--- src/rtl/cache_sram_pkg.sv ---
// Shared widths and the response entry type for the cache data SRAM port controller.
// Latency: none (types and constants only).
// Backpressure: none (types and constants only).
package cache_sram_pkg;

  localparam int DEFAULT_ADDR_W = 8;
  localparam int DEFAULT_DATA_W = 256;
  localparam int DEFAULT_ID_W   = 4;

  // One returned read: the tag travels with its data word.
  typedef struct packed {
    logic [DEFAULT_ID_W-1:0]   id;
    logic [DEFAULT_DATA_W-1:0] data;
  } rsp_entry_t;

endpackage

--- src/rtl/cache_sram_rsp_fifo.sv ---
// Generic DEPTH-entry synchronous FIFO of rsp_entry_t with an occupancy count.
// Latency: an entry pushed at a clock edge is visible on head in the next cycle.
// Backpressure: none internally; the producer's credit check keeps it from overflowing.
module cache_sram_rsp_fifo
  import cache_sram_pkg::*;
#(
  parameter  int DEPTH = 2,
  localparam int PTR_W = (DEPTH > 1) ? $clog2(DEPTH) : 1,
  localparam int CNT_W = $clog2(DEPTH + 1)
) (
  input  logic             clock,
  input  logic             reset,
  input  logic             push,
  input  rsp_entry_t       push_entry,
  input  logic             pop,
  output rsp_entry_t       head,
  output logic [CNT_W-1:0] count
);

  rsp_entry_t       mem [DEPTH];
  logic [PTR_W-1:0] wr_ptr;
  logic [PTR_W-1:0] rd_ptr;
  logic             do_push;
  logic             do_pop;

  function automatic logic [PTR_W-1:0] ptr_inc(input logic [PTR_W-1:0] p);
    return (p == PTR_W'(DEPTH - 1)) ? '0 : p + 1'b1;
  endfunction

  // Ignore pops on empty and pushes on full (a pop in the same cycle makes room).
  always_comb begin
    do_pop  = pop && (count != '0);
    do_push = push && ((count != CNT_W'(DEPTH)) || do_pop);
  end

  // Circular buffer storage, pointers and occupancy; reset clears the contents too.
  always_ff @(posedge clock) begin
    if (reset) begin
      wr_ptr <= '0;
      rd_ptr <= '0;
      count  <= '0;
      for (int i = 0; i < DEPTH; i++) mem[i] <= '0;
    end else begin
      if (do_push) begin
        mem[wr_ptr] <= push_entry;
        wr_ptr      <= ptr_inc(wr_ptr);
      end
      if (do_pop) rd_ptr <= ptr_inc(rd_ptr);
      count <= count + CNT_W'(do_push) - CNT_W'(do_pop);
    end
  end

  assign head = mem[rd_ptr];

endmodule

--- src/rtl/cache_sram_port_ctrl.sv ---
// Arbitrates fill writes against lookup reads onto one 1RW SRAM and returns read data in issue order.
// Latency: write commits in the grant cycle; read response 2 cycles after accept (1 with CACHE_SRAM_RSP_BYPASS_EN).
// Backpressure: reads need a free response credit (inflight + FIFO count < RSP_DEPTH); writes win unless a read starves.
module cache_sram_port_ctrl
  import cache_sram_pkg::*;
#(
  parameter int ADDR_W       = DEFAULT_ADDR_W,
  parameter int DATA_W       = DEFAULT_DATA_W,
  parameter int ID_W         = DEFAULT_ID_W,
  parameter int RSP_DEPTH    = 2,
  parameter int STARVE_LIMIT = 4
) (
  input  logic              clock,
  input  logic              reset,
  input  logic              rd_valid,
  output logic              rd_ready,
  input  logic [ADDR_W-1:0] rd_addr,
  input  logic [ID_W-1:0]   rd_id,
  input  logic              wr_valid,
  output logic              wr_ready,
  input  logic [ADDR_W-1:0] wr_addr,
  input  logic [DATA_W-1:0] wr_data,
  output logic              rsp_valid,
  input  logic              rsp_ready,
  output logic [DATA_W-1:0] rsp_data,
  output logic [ID_W-1:0]   rsp_id,
  output logic              sram_valid,
  output logic              sram_write,
  output logic [ADDR_W-1:0] sram_addr,
  output logic [DATA_W-1:0] sram_wdata,
  input  logic [DATA_W-1:0] sram_rdata
);

  localparam int CNT_W    = $clog2(RSP_DEPTH + 1);
  localparam int STREAK_W = $clog2(STARVE_LIMIT + 1);

  logic                inflight;
  logic [ID_W-1:0]     held_id;
  logic [STREAK_W-1:0] streak;
  logic [CNT_W-1:0]    fifo_count;
  logic                rd_eligible;
  logic                rd_grant;
  logic                wr_grant;
  logic                fifo_push;
  logic                fifo_pop;
  rsp_entry_t          fifo_in;
  rsp_entry_t          fifo_head;

  // Grant: a read needs a credit counted against the start-of-cycle FIFO count; writes win unless starved.
  always_comb begin
    rd_eligible = !reset && rd_valid &&
                  ((CNT_W'(inflight) + fifo_count) < CNT_W'(RSP_DEPTH));
    rd_grant    = rd_eligible && (!wr_valid || (streak == STREAK_W'(STARVE_LIMIT)));
    wr_grant    = !reset && wr_valid && !rd_grant;
  end

  assign rd_ready   = rd_grant;
  assign wr_ready   = wr_grant;
  assign sram_valid = rd_grant || wr_grant;
  assign sram_write = wr_grant;
  assign sram_addr  = wr_grant ? wr_addr : rd_addr;
  assign sram_wdata = wr_data;

  // Count writes that bypass a waiting read; saturate at the limit so the read is forced next.
  always_ff @(posedge clock) begin
    if (reset || rd_grant || !rd_eligible) begin
      streak <= '0;
    end else if (wr_grant && (streak != STREAK_W'(STARVE_LIMIT))) begin
      streak <= streak + 1'b1;
    end
  end

  // Remember that the SRAM output will carry read data next cycle, and whose it is.
  always_ff @(posedge clock) begin
    if (reset) begin
      inflight <= 1'b0;
      held_id  <= '0;
    end else begin
      inflight <= rd_grant;
      if (rd_grant) held_id <= rd_id;
    end
  end

  // SRAM output is captured in the cycle after issue, before a same-cycle write can change it.
  assign fifo_in = '{id: held_id, data: sram_rdata};

`ifdef CACHE_SRAM_RSP_BYPASS_EN
  logic fifo_empty;

  // Present SRAM data directly when nothing is queued ahead of it; only queue it if not taken.
  always_comb begin
    fifo_empty = (fifo_count == '0);
    fifo_pop   = !fifo_empty && rsp_ready;
    fifo_push  = inflight && !(fifo_empty && rsp_ready);
    if (fifo_empty) begin
      rsp_valid = inflight && !reset;
      rsp_data  = sram_rdata;
      rsp_id    = held_id;
    end else begin
      rsp_valid = !reset;
      rsp_data  = fifo_head.data;
      rsp_id    = fifo_head.id;
    end
  end
`else
  assign fifo_push = inflight;
  assign fifo_pop  = rsp_valid && rsp_ready;
  assign rsp_valid = (fifo_count != '0);
  assign rsp_data  = fifo_head.data;
  assign rsp_id    = fifo_head.id;
`endif

  cache_sram_rsp_fifo #(
    .DEPTH (RSP_DEPTH)
  ) u_rsp_fifo (
    .clock      (clock),
    .reset      (reset),
    .push       (fifo_push),
    .push_entry (fifo_in),
    .pop        (fifo_pop),
    .head       (fifo_head),
    .count      (fifo_count)
  );

endmodule
--- config.mk ---
export PLATFORM = sky130hd
export DESIGN_NAME = cache_sram_port_ctrl
export DESIGN_NICKNAME = d
export VERILOG_FILES = /design/src/rtl/cache_sram_pkg.sv /design/src/rtl/cache_sram_rsp_fifo.sv /design/src/rtl/cache_sram_port_ctrl.sv
export SDC_FILE = /design/constraint.sdc
export NUM_CORES = 1
export LEC_CHECK = 0
export ABC_AREA = 1
export BUFFER_PORTS_ARGS = -buffer_cell sky130_fd_sc_hd__buf_2
export CAP_MARGIN = 5
export CORE_AREA = 2 2 413 415
export DETAILED_ROUTE_END_ITERATION = 8
export DIE_AREA = 0 0 415 417
export HOLD_SLACK_MARGIN = 0.02
export PLACE_DENSITY = 0.32
export SYNTH_ARGS = -nofsm -noshare
export SYNTH_HDL_FRONTEND = slang
export SYNTH_SLANG_ARGS = --single-unit
--- constraint.sdc ---
create_clock -name clock -period 10.2 [get_ports clock]
set_input_delay 0.51 -clock clock [delete_from_list [all_inputs] [get_ports clock]]
set_output_delay 0.51 -clock clock [all_outputs]
set_load 0.01 [all_outputs]
---- Word level (Yosys, flattened, before mapping) ----
Memory sizes are Yosys's and may differ from the RTL's. A register that Yosys moved wholly into a read port is not among the register bits.
Index checks and enable logic that the tools add are counted.
W data, S select, Z words.
word-level totals
  flip-flop bits (word level) ............. 12
  bits in latches ......................... 0
  memory bits (writable) .................. 520
  memory bits (read-only) ................. 0
  input bits .............................. 537
  output and inout bits ................... 529
  word-level logic and storage cells ...... 50
  memories ................................ 1
memories
  memory          words  bits a word  read ports  clocked after Yosys merged registers in  write ports  line                       text
  u_rsp_fifo.mem  2      260          1           1                                        2            cache_sram_rsp_fifo.sv:20  rsp_entry_t mem [DEPTH];
operators by class
  add/subtract/negate cells ............... 6
  multipliers ............................. 0
  div/mod/pow operators ................... 0
  order comparisons ....................... 1
  eq/ne operators ......................... 3
  shift operators ......................... 0
  multiplexer cells ....................... 13
  bitwise gates (word level) .............. 0
  reduce and logical (&&, ||, !) cells .... 20
operators with widths
  kind                   number
  $mux W260              1
  $reduce_or A260 Y1     1
  $mux W1                11
  $logic_and A1 B1 Y1    9
  $mux W8                1
  $logic_or A1 B1 Y1     5
  $logic_not A1 Y1       4
  $add A3 B1 Y3 const B  1
  $eq A3 B3 Y1 const B   1
  $ne A3 B3 Y1 const B   1
  $add A1 B1 Y1 const B  2
  $add A1 B2 Y2          1
  $add A2 B1 Y2          1
  $lt A2 B2 Y1 const B   1
  $ne A2 B2 Y1 const B   1
  $reduce_bool A2 Y1     1
  $sub A2 B1 Y2          1

---- Longest topological paths before layout ----
Gate-level depths: netlist of run 1.
  word-level depth ........................ 10
  depth in mapped cells ................... 8
  gate-level depth less buffers ........... 8

---- Cells and area by module ----
A second synthesis of run 1 with hierarchy kept.
unflattened totals
  cells, all modules ...................... 2032
  area, all modules ....................... 24808.8 µm²
modules (own cells, without submodules)
  module                instances  cells each  area each (µm²)  seq. area each (µm²)
  cache_sram_rsp_fifo   1          1685        22257.6          15715.1
  cache_sram_port_ctrl  1          347         2551.2           160.2

---- Worst setup path after synthesis of run 1 ----
Ideal clock, no wire load.
  path kind ............................... input to register
  start point ............................. input port rsp_ready
  end point ............................... memory u_rsp_fifo.mem[0][0] (netlist name), enable pin
  setup time .............................. 0.634 ns
  data arrival time ....................... 6.791 ns
  required time ........................... 9.566 ns
  slack ................................... 2.776 ns
  cell stages on the path ................. 8
  buffers on the path ..................... 2
  cell sequence ........................... inv_1 -> nand3_1 -> nand2_2 -> nor2_2 -> nand2_4 -> buf_4 -> buf_4 -> nand2_1
RTL lines
  element      line                        text
  from (decl)  cache_sram_port_ctrl.sv:24  input logic rsp_ready,
  to (decl)    cache_sram_rsp_fifo.sv:20

==> results list, run 1 <==
- The flow ran to the end, and the final reports show no timing, DRC or antenna violations.
* Number of top-level pins: 1066
- The share of the Yosys chip area taken by registers is 64.2%.
- Counting flops with a built-in enable in the synthesized netlist gives 520.
* HPWL Detailed: 88100 um
* TritonCTS buffer count: 71
- Dominant combinational cell family by area after synthesis: buffers and inverters
- Clock-pin slew was measured on the worst setup and hold paths at 0.06 ns.
- The tree built by TritonCTS fans out to 533 sinks.
- Detailed-route DRC error count: 0
* Skew-Pair Late Insertion Delay: 0.66 ns
- For this design, the slowest cell found on the critical path is sky130_fd_sc_hd__buf_4.
* Root buf cell: sky130_fd_sc_hd__clkbuf_16
- In this run the vertical extent of the chip is 417 um.
- Of the cells placed in the final design, the portion with a size suffix greater than 1 is 39.5%.
* Cell Area, Synth: 0.0247 sq mm
- Clock skew on the completed layout was measured at 0.0191 ns.
* Cell type contributing the most total cell area after synthesis: sky130_fd_sc_hd__edfxtp_1
- The longest clock path from root to sink contains 3 buffers.
* Average instance area after synthesis: 12.3 sq um
* Number of warnings issued by yosys: 0
- In this design, the stage delay of the slowest critical-path cell is 0.79 ns.
- Async set-or-reset flop fraction in the synthesized netlist: 0%
- Starting density of the core: 14.7%
* Number of nets in the layout: 2852
- In this run the remaining antenna-violating nets after routing total 0.
- Period utilization: 40.5%
- Synthesis instantiated 24 different standard cells from the library.
* Comb power frac: 18.7%
- Area growth from synthesis to layout: 22.0%
* Post-Place Cell Area: 0.0280 sq mm
- Flop and latch count out of synthesis: 533
- For this run, the detailed router's first-pass iteration total came to 4.
- The final hold violation count was 0.
- For the worst setup path, the data required time is 9.69 ns.
* Switching power total: 1.74 mW
- The first global-routing pass estimated 149000 um of wire.
- Dividing the detail-routed via count by the number of cells gives 3.32.
- Along the worst path, the maximum fanout reaches 60.
* Most common library cells after synthesis: 520 x sky130_fd_sc_hd__edfxtp_1, 518 x sky130_fd_sc_hd__nor2_1, 272 x sky130_fd_sc_hd__inv_1
- Headroom to the max-slew limit came out at 27.3%.
* Top area cells in the synthesized netlist: sky130_fd_sc_hd__edfxtp_1 63%, sky130_fd_sc_hd__mux2_2 12%, sky130_fd_sc_hd__buf_4 8.2%
- The number of nets in the synthesized netlist is 2552.
* RSZ-0062 raised after global routing: false
* Vias in the first global route: 15600
* Number of port buffers: 553
- Kind of cell with the highest combined delay on the critical path: buffers and inverters
* Final critical delay including setup and external delays: 4.13 ns
* Arrival time at the worst endpoint: 3.62 ns
- STA classifies the critical path startpoint as a flip-flop.
- From left edge to right edge, the die measures 415 um.
* Clk network pwr share: 38.8%
* Final-layout worst hold slack: 0.166 ns
- The H-tree generated during clock tree synthesis spans 3 levels.
* Area of the die: 0.173 sq mm
- The critical path goes through buf_4 -> buf_4 -> mux2_2 -> buf_2.
* Design area: 0.0302 sq mm
- The synthesized netlist devotes 0.0708% of its cell area to XOR and XNOR gates.
* Slew at the pin closest to its max-slew limit: 1.09 ns
* TritonCTS clock tree: done
- The startpoint identified for the worst register-to-register timing path is u_rsp_fifo.count[0]$_SDFF_PP0_.
- Summing the areas of all compound-gate instances in the mapped netlist gives 0.142% of the synthesized area.
* Simple logic cell fraction of the synthesized area: 9.24%
* Power density of the placed cells: 203 mW/mm^2
- Fin. max-slew vios: 0
- Endpoints failing setup: 0
- Cell mode on critical path: sky130_fd_sc_hd__buf_4
- Area share of fa/ha/maj cells after synthesis: 0.202%
- Achievable clock frequency: 0.242 GHz
- Final wirelength: 114000 um
- Total power for the finished layout comes to 6.11 mW.
- In the synthesized netlist, mux cells make up 11.8% of the area.
* CP Capture Type: output port
- In this run, the number of DRC markers left after iteration 0 of detailed routing was 644.
- Among all cell types in the netlist, the one instantiated most often is sky130_fd_sc_hd__edfxtp_1.
- Average wire per standard cell: 24.9 um
- Floorplan row count: 151
- For this run, the leading register cell type out of synthesis is sky130_fd_sc_hd__edfxtp_1.
- Share of power burned in registers: 42.5%
* Gpl congestion: 0.942
* Worst setup path class: flip-flop to output port
- Sw Ratio: 28.4%
- VDD sags by at most 104 uV.
- Summed over its instances, the top area cell type makes up 63.1% of the synthesized netlist area.
* Maximum number of pins on one net before global-route repair: 130
- Total global routing overflow: 0
* Number of standard cells after synthesis: 2011
- Buffers & Inverters on Critical Path: 3
* Pint: 4.37 mW
- Launch point of the worst hold path: sram_rdata[220]
- For this block, the via count after detailed routing is 15200.
* Lkg Pwr: 12.9 nW
- Overall track demand over capacity in global routing: 12.7%
- Core Area: 0.169 sq mm
- Antenna violations before repair: 41
* Max-cap violations: 0
- The min-delay analysis places its worst path in the category input port to flip-flop.
* Setup TNS: 0 ns
## cell families after synthesis
| kind of cell | count (synthesis) |
|---|---|
| compound gates | 7 |
| flops | 533 |
| simple gates | 587 |
| mux | 260 |
| xor+xnor | 2 |
| fa+ha+maj | 4 |
| buf+inv | 618 |
## per-layer routing
metal / GRT usage [%] / vias to the layer above / share of wire, %
met5: 0.861 / - / 0.20
met2: 25.0 / 879 / 56
li1: - / 6933 / -
met3: 8.02 / 217 / 14
met1: 9.83 / 7184 / 27
met4: 4.16 / 4 / 3.3
## power by group through the flow
stage                     Clock (mW)  Sequential, mW  Combinational (mW)
after floorplan                    0            2.64               0.783
after global placement             0            2.65                1.18
after detailed placement           0            2.64                1.18
after CTS                       2.49            2.60                1.19
after global routing            2.56            2.61                1.23
final                           2.37            2.60                1.14
## worst paths after layout
check	endpoint	slack, ns	depth (start not counted)
max	rsp_data[145]	6.07	4
min	u_rsp_fifo.mem[1][220]$_SDFFCE_PN0P_	0.17	3
max reg2reg	u_rsp_fifo.mem[0][132]$_SDFFCE_PN0P_	7.07	7
min reg2reg	flip-flop	0.44	1
## state kept, by name (all words and copies together) (netlist names), named ones only
| register | flops |
|---|---|
| u_rsp_fifo.rd_ptr | 1 |
| streak | 3 |
| u_rsp_fifo.wr_ptr | 1 |
| u_rsp_fifo.mem | 520 |
| u_rsp_fifo.count | 2 |
| fifo_push | 1 |
| held_id | 4 |
## metrics by stage
step	setup slack, ns	util (%)	cells
finish	6.07	17.9	4590
global route	5.81	17.9	4580
CTS	5.89	17.9	4580
detailed placement	6.58	16.6	4452
global placement	6.56	16.6	4452
floorplan	2.78	-	2011
## timing repair
item / 4_1_cts / 5_1_grt
hold buffers: 4 / 0
resized for setup: 0 / 0
endpoints found under the hold margin: 4 / 0
setup buffers: 0 / 0
## area by class of cell
type                    instances  area, sq um
multi-input cells             860         5340
repair buffers                571         2990
flip-flops and latches        533        15900
clock buffers                 100         1970
diodes                         10         25.0
well taps                    2218         2780
inverters                     274         1030
clock inverters                24          170
fillers                     18800       138000
## layout by cell type (no fill, tap or decap), drive strengths merged
master / count
a21oi: 4
buf: 567
clkbuf: 100
clkinv: 18
clkinvlp: 2
dfxtp: 13
diode: 10
dlygate4sd3: 4
edfxtp: 520
ha: 4
inv: 278
mux2: 260
nand2: 36
nand3: 17
nand4: 1
nor2: 530
nor3: 2
nor3b: 1
o21ai: 3
xnor2: 2
## worst register-to-register path, cell delays in order, from the launching register on
cell	delay [ns]
sky130_fd_sc_hd__dfxtp_1	0.38
sky130_fd_sc_hd__inv_2	0.07
sky130_fd_sc_hd__nand3_1	0.08
sky130_fd_sc_hd__nand2_2	0.08
sky130_fd_sc_hd__nor2_2	0.19
sky130_fd_sc_hd__nand2_8	0.35
sky130_fd_sc_hd__nand2_4	0.77
sky130_fd_sc_hd__buf_12	0.46
No activity file was read; power rests on OpenSTA's default activity.
==> run 2, diff against run 1 <==
==> constraint.sdc (replaced) <==
create_clock -name clock -period 4.1 [get_ports clock]
set_input_delay 0.205 -clock clock [delete_from_list [all_inputs] [get_ports clock]]
set_output_delay 0.205 -clock clock [all_outputs]
set_load 0.01 [all_outputs]
==> results list, run 2 (synthesized netlist as in run 1, its figures left out) <==
- Result of the run: complete, no violations (unchanged)
- Most common library cell in the layout ignoring fill and taps: sky130_fd_sc_hd__buf_2 (unchanged)
- The post-detailed-route via-to-cell ratio came to 3.32 (about the same).
* Data required time at the worst endpoint: 3.89 ns (was 9.69 ns)
* Final wirelength: 117000 um (was 114000 um)
- The flip-flop count of the largest register, all copies and words added was 520 (unchanged).
* Root buf cell: sky130_fd_sc_hd__clkbuf_16 (unchanged)
* Number of hold buffers added after cts: 266 (was 4)
* Maximum cell stage delay along the critical path: 0.47 ns (was 0.79 ns)
* Cell breakdown of the critical path: inv_1 -> ha_1 -> nand2_1 -> nand2_1 -> nand4_1 -> nand2_1 -> nand2_1 -> nand2_1 -> buf_2 (was buf_4 -> buf_4 -> mux2_2 -> buf_2)
- The leakage power figure was 14.2 nW (was 12.9 nW).
- Endpoints failing setup: 0 (unchanged)
* Number of post-CTS setup repair buffers: 0 (unchanged)
- RSZ-0062 raised after global routing: false (unchanged).
* Detailed-route DRC error count: 0 (unchanged)
- The net total in the final layout came to 3146 (was 2852).
- The overall die area came to 0.173 sq mm (unchanged).
- The total power density per cell area is 471 mW/mm^2 (was 203 mW/mm^2).
- The overall overflow remaining after global route came to 0 (unchanged).
- The die outline height came to 417 um (unchanged).
- Max-cap violations: 0 (unchanged)
- The CTS tree is done (unchanged).
- Fin. max-slew vios: 0 (unchanged)
- Kind of cell with the highest combined delay on the critical path: simple AND/OR/NAND/NOR gates (was buffers and inverters)
- The first-pass iteration count of the detailed router came to 4 (unchanged).
- Achievable clock frequency: 0.353 GHz
- The insertion delay to the later sink of the worst-skew pair is 0.64 ns (was 0.66 ns).
- The worst slew slack as a fraction of its limit came to 39.8% (was 27.3%).
* Buffers & Inverters on Critical Path: 2 (was 3)
* Average wire per standard cell: 24.0 um (was 24.9 um)
- The biggest fanout along the worst timing path is 13 (was 60).
- Floorplan row count: 151 (unchanged)
* Cell mode on critical path: sky130_fd_sc_hd__nand2_1 (was sky130_fd_sc_hd__buf_4)
- The wire length of the first global-routing pass is 154000 um (was 149000 um).
- The startpoint-to-endpoint class of the critical path was flip-flop to output port (unchanged).
- Initial detailed-routing violation count: 651 (was 644)
- Vias in the first global route: 17200 (was 15600)
* Clk pin slew, worst setup/hold paths: 0.06 ns (about the same)
* TritonCTS sink count: 533 (unchanged)
- Area growth from synthesis to layout: 34.0% (was 22.0%)
* Critical-path top delay cell: sky130_fd_sc_hd__nand2_1 (was sky130_fd_sc_hd__buf_4)
- Commonest cells after routing, fill and taps aside: 553 x sky130_fd_sc_hd__buf_2, 520 x sky130_fd_sc_hd__edfxtp_1, 518 x sky130_fd_sc_hd__nor2_1 (unchanged)
* Register with the highest flop count: u_rsp_fifo.mem (unchanged)
* Antenna violations before repair: 4 (was 41)
- Fraction of layout cells with a size suffix above 1: 36.6% (was 39.5%)
- Maximum number of pins on one net before global-route repair: 132 (was 130)
- VDD IR-drop max: 265 uV (was 104 uV)
* CP Capture Type: output port (unchanged)
- The total core area came to 0.169 sq mm (unchanged).
- The final hold violation count is 0 (unchanged).
* HPWL Detailed: 89700 um (was 88100 um)
- The worst path in the final design needs a cycle of 2.83 ns, including I/O delays and setup.
* Slew at the pin closest to its max-slew limit: 0.903 ns (was 1.09 ns)
- The global placement routability congestion is 0.970 (was 0.942).
- Horiz. Die Dim: 415 um (unchanged)
- Worst min-delay path class: input port to flip-flop (unchanged)
* Period utilization: 69.0%
- Number of top-level pins: 1066 (unchanged)
- The starting density of the core came to 14.7% (unchanged).
- The number of H-tree levels came to 3 (unchanged).
* TritonCTS buffer count: 71 (unchanged)
* Number of port buffers: 553 (unchanged)
* Overall track demand over capacity in global routing: 13.1% (was 12.7%)
- The worst path arrival time was 2.63 ns (was 3.62 ns).
* Post-DRT Antenna Nets: 0 (unchanged)
- The post-CTS resize count was 0 (unchanged).
* Buffers from clock root to sink, at most: 3 (unchanged)
- Final core area utilization: 19.7% (was 17.9%)
- Largest regs: u_rsp_fifo.mem x520, held_id x4, streak x3 (unchanged).
* Kind of start point of the critical path: flip-flop (unchanged)
* Detailed-route via count: 16200 (was 15200)
- The setup clock skew after layout is 0.0323 ns (was 0.0191 ns).
- The aggregate negative setup slack came to 0 ns (unchanged).
## run 2: cell types whose count changed in the layout (fill, tap and decap cells not counted), moves of 3 or more
cell,change
sky130_fd_sc_hd__diode_2,-6
sky130_fd_sc_hd__inv_6,+3
sky130_fd_sc_hd__buf_4,+25
sky130_fd_sc_hd__clkinv_2,+5
sky130_fd_sc_hd__clkinv_1,-4
sky130_fd_sc_hd__buf_12,+7
sky130_fd_sc_hd__dlygate4sd3_1,+262
## run 2: power by group
| part | internal [mW] | switching [mW] | leakage [nW] |
|---|---|---|---|
| Clock | 3.37 | 2.55 | 1.04 |
| Combinational | 1.44 | 1.77 | 7.63 |
| Sequential | 6.31 | 0.149 | 5.49 |
## run 2: worst reg2reg max path: stages, from the launching register on
cell,delay (ns)
sky130_fd_sc_hd__dfxtp_1,0.36
sky130_fd_sc_hd__inv_2,0.07
sky130_fd_sc_hd__nand3_1,0.10
sky130_fd_sc_hd__nand2_2,0.09
sky130_fd_sc_hd__nor2_2,0.20
sky130_fd_sc_hd__nand2_8,0.28
sky130_fd_sc_hd__nand2_8,0.47
sky130_fd_sc_hd__buf_12,0.45
## run 2: per-stage QoR
step	cell area [sq um]	hold slack (ns)	power (mW)	instances	setup slack (ns)
2_1_floorplan	24700	0.276	8.45	2011	0.833
3_3_place_gp	28300	0.410	9.72	4484	1.49
3_5_place_dp	28300	0.410	9.69	4484	1.55
4_1_cts	33100	0.235	16.0	4874	1.14
5_1_grt	33100	0.265	16.3	4877	0.957
6_report	33100	0.314	15.6	4878	1.27
## run 2: layout make-up
class / count / area, sq um
timing repair buffer: 865 / 5940
antenna: 4 / 10.0
clock buffer: 94 / 1880
tap: 2218 / 2780
multi-input combinational: 860 / 5360
inverter: 274 / 1030
sequential: 533 / 15900
fill: 18500 / 135000
clock inverter: 30 / 260
## run 2: worst paths after layout
check	from	slack, ns	depth (start not counted)	end
worst max register to register	u_rsp_fifo.count[0]$_SDFF_PP0_	1.67	7	u_rsp_fifo.mem[0][124]$_SDFFCE_PN0P_
worst min register to register	u_rsp_fifo.rd_ptr$_SDFFE_PP0P_	0.44	1	flip-flop
worst max-delay path	streak[0]$_SDFFE_PP0P_	1.27	9	sram_addr[0]
worst min-delay path	rd_id[0]	0.31	4	held_id[0]$_SDFFE_PP0P_
## run 2: per-layer routing
layer	global-route usage, %	vias to the layer above	wire length [um]
li1	-	7517	-
met1	9.76	7708	30800
met2	25.4	751	65000
met3	8.21	201	15400
met4	5.79	2	5470
met5	0.806	-	200
==> run 3, diff against run 2 <==
==> constraint.sdc (replaced) <==
create_clock -name clock -period 2.9 [get_ports clock]
set_input_delay 0.145 -clock clock [delete_from_list [all_inputs] [get_ports clock]]
set_output_delay 0.145 -clock clock [all_outputs]
set_load 0.01 [all_outputs]
==> results list, run 3 (synthesized netlist as in run 1, its figures left out) <==
- The number of primary I/O pins was 1066 (unchanged).
- Achievable clock frequency: 0.397 GHz
* RSZ-0062 raised after global routing: false (unchanged)
- Vias in the first global route: 17300 (was 17200)
- The largest net degree at the start of global routing is 106 (was 132).
- The worst voltage drop across the vdd grid came to 395 uV (was 265 uV).
- Result of the run: complete, no violations (unchanged).
- The required time at the worst-slack endpoint is 2.76 ns (was 3.89 ns).
- The element type at the critical path end is an output port (unchanged).
* Instance count along the most critical hold path: 0 (was 4)
- Most common library cell in the layout ignoring fill and taps: sky130_fd_sc_hd__buf_2 (unchanged)
* Floorplan die height: 417 um (unchanged)
- The aggregate negative setup slack was 0 ns (unchanged).
- The area overhead of the layout relative to synthesis was 34.4% (was 34.0%).
* Hold Path Sink: sram_wdata[100] (was held_id[0]$_SDFFE_PP0P_)
- Cell breakdown of the critical path: buf_12 -> mux2_2 -> buf_2 (was inv_1 -> ha_1 -> nand2_1 -> nand2_1 -> nand4_1 -> nand2_1 -> nand2_1 -> nand2_1 -> buf_2).
- The area after detailed placement came to 0.0284 sq mm (was 0.0283 sq mm).
- Number of hold-slack violations in the final timing report: 0 (unchanged)
- Floorplan row count: 151 (unchanged)
* Source of the worst register-to-register timing path: u_rsp_fifo.count[0]$_SDFF_PP0_ (unchanged)
- The detailed placement HPWL came to 91700 um (was 89700 um).
- Commonest cells after routing, fill and taps aside: 553 x sky130_fd_sc_hd__buf_2, 520 x sky130_fd_sc_hd__edfxtp_1, 518 x sky130_fd_sc_hd__nor2_1 (unchanged).
- Count of filler cells inserted in the layout: 18600 (was 18500)
- DP Worst Slack: 0.757 ns (was 1.55 ns)
- Maximum cell stage delay along the critical path: 0.50 ns (was 0.47 ns)
- Gpl congestion: 0.975 (was 0.970)
- The slew at the pin with the worst max-slew slack is 0.800 ns (was 0.903 ns).
- The total core area is 0.169 sq mm (unchanged).
- Starting density of the core: 14.7% (unchanged)
- The leakage power figure is 14.2 nW (about the same).
- Launch point of the worst hold path: wr_data[100] (was rd_id[0])
* Number of port buffers: 553 (unchanged)
- Arrival time at the worst endpoint: 2.37 ns (was 2.63 ns)
- Skew-Pair Late Insertion Delay: 0.65 ns (was 0.64 ns)
- Worst R2R Path Depth: 8 (was 7)
* Total global routing overflow: 0 (unchanged)
- Fraction of layout cells with a size suffix above 1: 36.4% (was 36.6%)
- The minimum setup slack among reg-to-reg paths is 0.40 ns (was 1.67 ns).
- Worst min-delay path class: input port to output port (was input port to flip-flop)
* Largest regs: u_rsp_fifo.mem x520, held_id x4, streak x3 (unchanged)
- Counting I/O delays and the setup requirement, the final critical path takes 2.52 ns.
- Final core area utilization: 19.7% (about the same)
* Critical-path top delay cell: sky130_fd_sc_hd__dfxtp_4 (was sky130_fd_sc_hd__nand2_1)
- TritonCTS buffer count: 71 (unchanged)
- The clock-pin slew on the worst setup and hold paths is 0.06 ns (about the same).
- H-tree Lvls: 3 (unchanged)
* Initial detailed-routing violation count: 616 (was 651)
- Buffers from clock root to sink, at most: 3 (unchanged)
* Antenna violations before repair: 6 (was 4)
- The first-pass iteration count of the detailed router is 4 (unchanged).
- The overall routing resource usage came to 13.2% (was 13.1%).
- Slack of the critical path: 0.384 ns (was 1.27 ns)
* Kind of start point of the critical path: flip-flop (unchanged)
* DR vias/cell: 3.35 (was 3.32)
- The routed wire length per instance is 24.2 um (was 24.0 um).
- The cell at the root of the clock tree is sky130_fd_sc_hd__clkbuf_16 (unchanged).
- The final critical path takes up 86.8% of the cycle.
- The total of endpoints with negative setup slack in the final report was 0 (unchanged).
* Number of flip-flops under the largest register name: 520 (unchanged)
* Final standard cell count with taps included and fillers excluded: 4877 (was 4878)
* Detailed-route via count: 16300 (was 16200)
- The post-CTS setup buffer count came to 0 (unchanged).
* Placed cells: 4480 (was 4484)
- Design area: 0.0332 sq mm (was 0.0331 sq mm)
- Top fanout value on the critical path: 95 (was 13)
- Max-slew headroom at the worst pin: 46.6% (was 39.8%)
- The endpoint of the worst-slack reg-to-reg timing path is held_id[2]$_SDFFE_PP0P_ (was u_rsp_fifo.mem[0][124]$_SDFFCE_PN0P_).
- Power density of the placed cells: 660 mW/mm^2 (was 471 mW/mm^2)
* Fin. max-slew vios: 0 (unchanged)
- Post-DRT Antenna Nets: 0 (unchanged)
- TritonCTS clock tree: done (unchanged)
- Detailed-route DRC error count: 0 (unchanged)
- The net total in the final layout is 3148 (was 3146).
* Horiz. Die Dim: 415 um (unchanged)
- Area of the die: 0.173 sq mm (unchanged)
* TritonCTS sink count: 533 (unchanged)
- The register with the highest flop count is u_rsp_fifo.mem (unchanged).
- The wire length of the first global-routing pass came to 155000 um (was 154000 um).
- Gates resized, CTS repair: 0 (unchanged)
- The startpoint-to-endpoint class of the critical path is flip-flop to output port (unchanged).
- Setup Skew: 0.0164 ns (was 0.0323 ns)
- Max-cap violations: 0 (unchanged)
- Final wirelength: 118000 um (was 117000 um)
* Number of hold buffers added after cts: 272 (was 266)
-- run 3: cell types whose count changed in the layout (fill, tap and decap cells not counted), sizes merged, moves of 2 or more --
cell	delta
clkinv	+6
clkbuf	-3
dlygate4sd3	+6
diode	-2
inv	-2
buf	-4
-- run 3: how the worst max path moves through the flow --
stage	startpoint	to	slack, ns	cells past startpoint
floorplan	u_rsp_fifo.count[0]$_SDFF_PP0_	u_rsp_fifo.mem[0][0]$_SDFFCE_PN0P_	0.40	8
global placement	u_rsp_fifo.count[0]$_SDFF_PP0_	u_rsp_fifo.mem[0][90]$_SDFFCE_PN0P_	0.75	8
detailed placement	reset	u_rsp_fifo.mem[0][243]$_SDFFCE_PN0P_	0.76	7
CTS	flip-flop	rsp_data[57]	0.22	3
global route	flip-flop	rsp_data[137]	0.22	3
finish	flip-flop	rsp_data[137]	0.38	3
-- run 3: final cells by class --
class	count	area [sq um]	share of cell area, %
multi-input combinational	860	5360	16.1
clock inverter	32	229	0.689
clock buffer	91	1900	5.73
tap	2218	2780	8.35
antenna	2	5.00	0.0151
inverter	274	1030	3.09
sequential	533	15900	47.8
timing repair buffer	867	6060	18.2
-- run 3: worst max-delay path, delay by kind of cell, from the launching register on --
kind     cells  cell delay, ns
mux          1            0.40
flops        1            0.50
buf+inv      2            0.64
-- run 3: per-layer routing --
| layer | vias up | share of wire (%) | wire, um | global-route usage [%] |
|---|---|---|---|---|
| met5 | - | 0.0034 | 4 | 0.389 |
| met4 | 2 | 4.5 | 5290 | 5.65 |
| met3 | 188 | 14 | 17000 | 9.10 |
| met2 | 835 | 56 | 65700 | 25.7 |
| met1 | 7795 | 26 | 30200 | 9.51 |
| li1 | 7513 | - | - | - |
-- run 3: where the power goes --
| part | switching, mW | internal, mW |
|---|---|---|
| sequential | 0.146 | 8.92 |
| combinational | 2.54 | 2.02 |
| clock | 3.59 | 4.72 |
-- run 3: per-stage QoR --
stage / hold WS (ns) / total power [mW]
3_5_place_dp: 0.290 / 13.6
4_1_cts: 0.211 / 22.6
6_report: 0.290 / 21.9
3_3_place_gp: 0.290 / 13.7
2_1_floorplan: 0.216 / 11.9
5_1_grt: 0.280 / 23.0
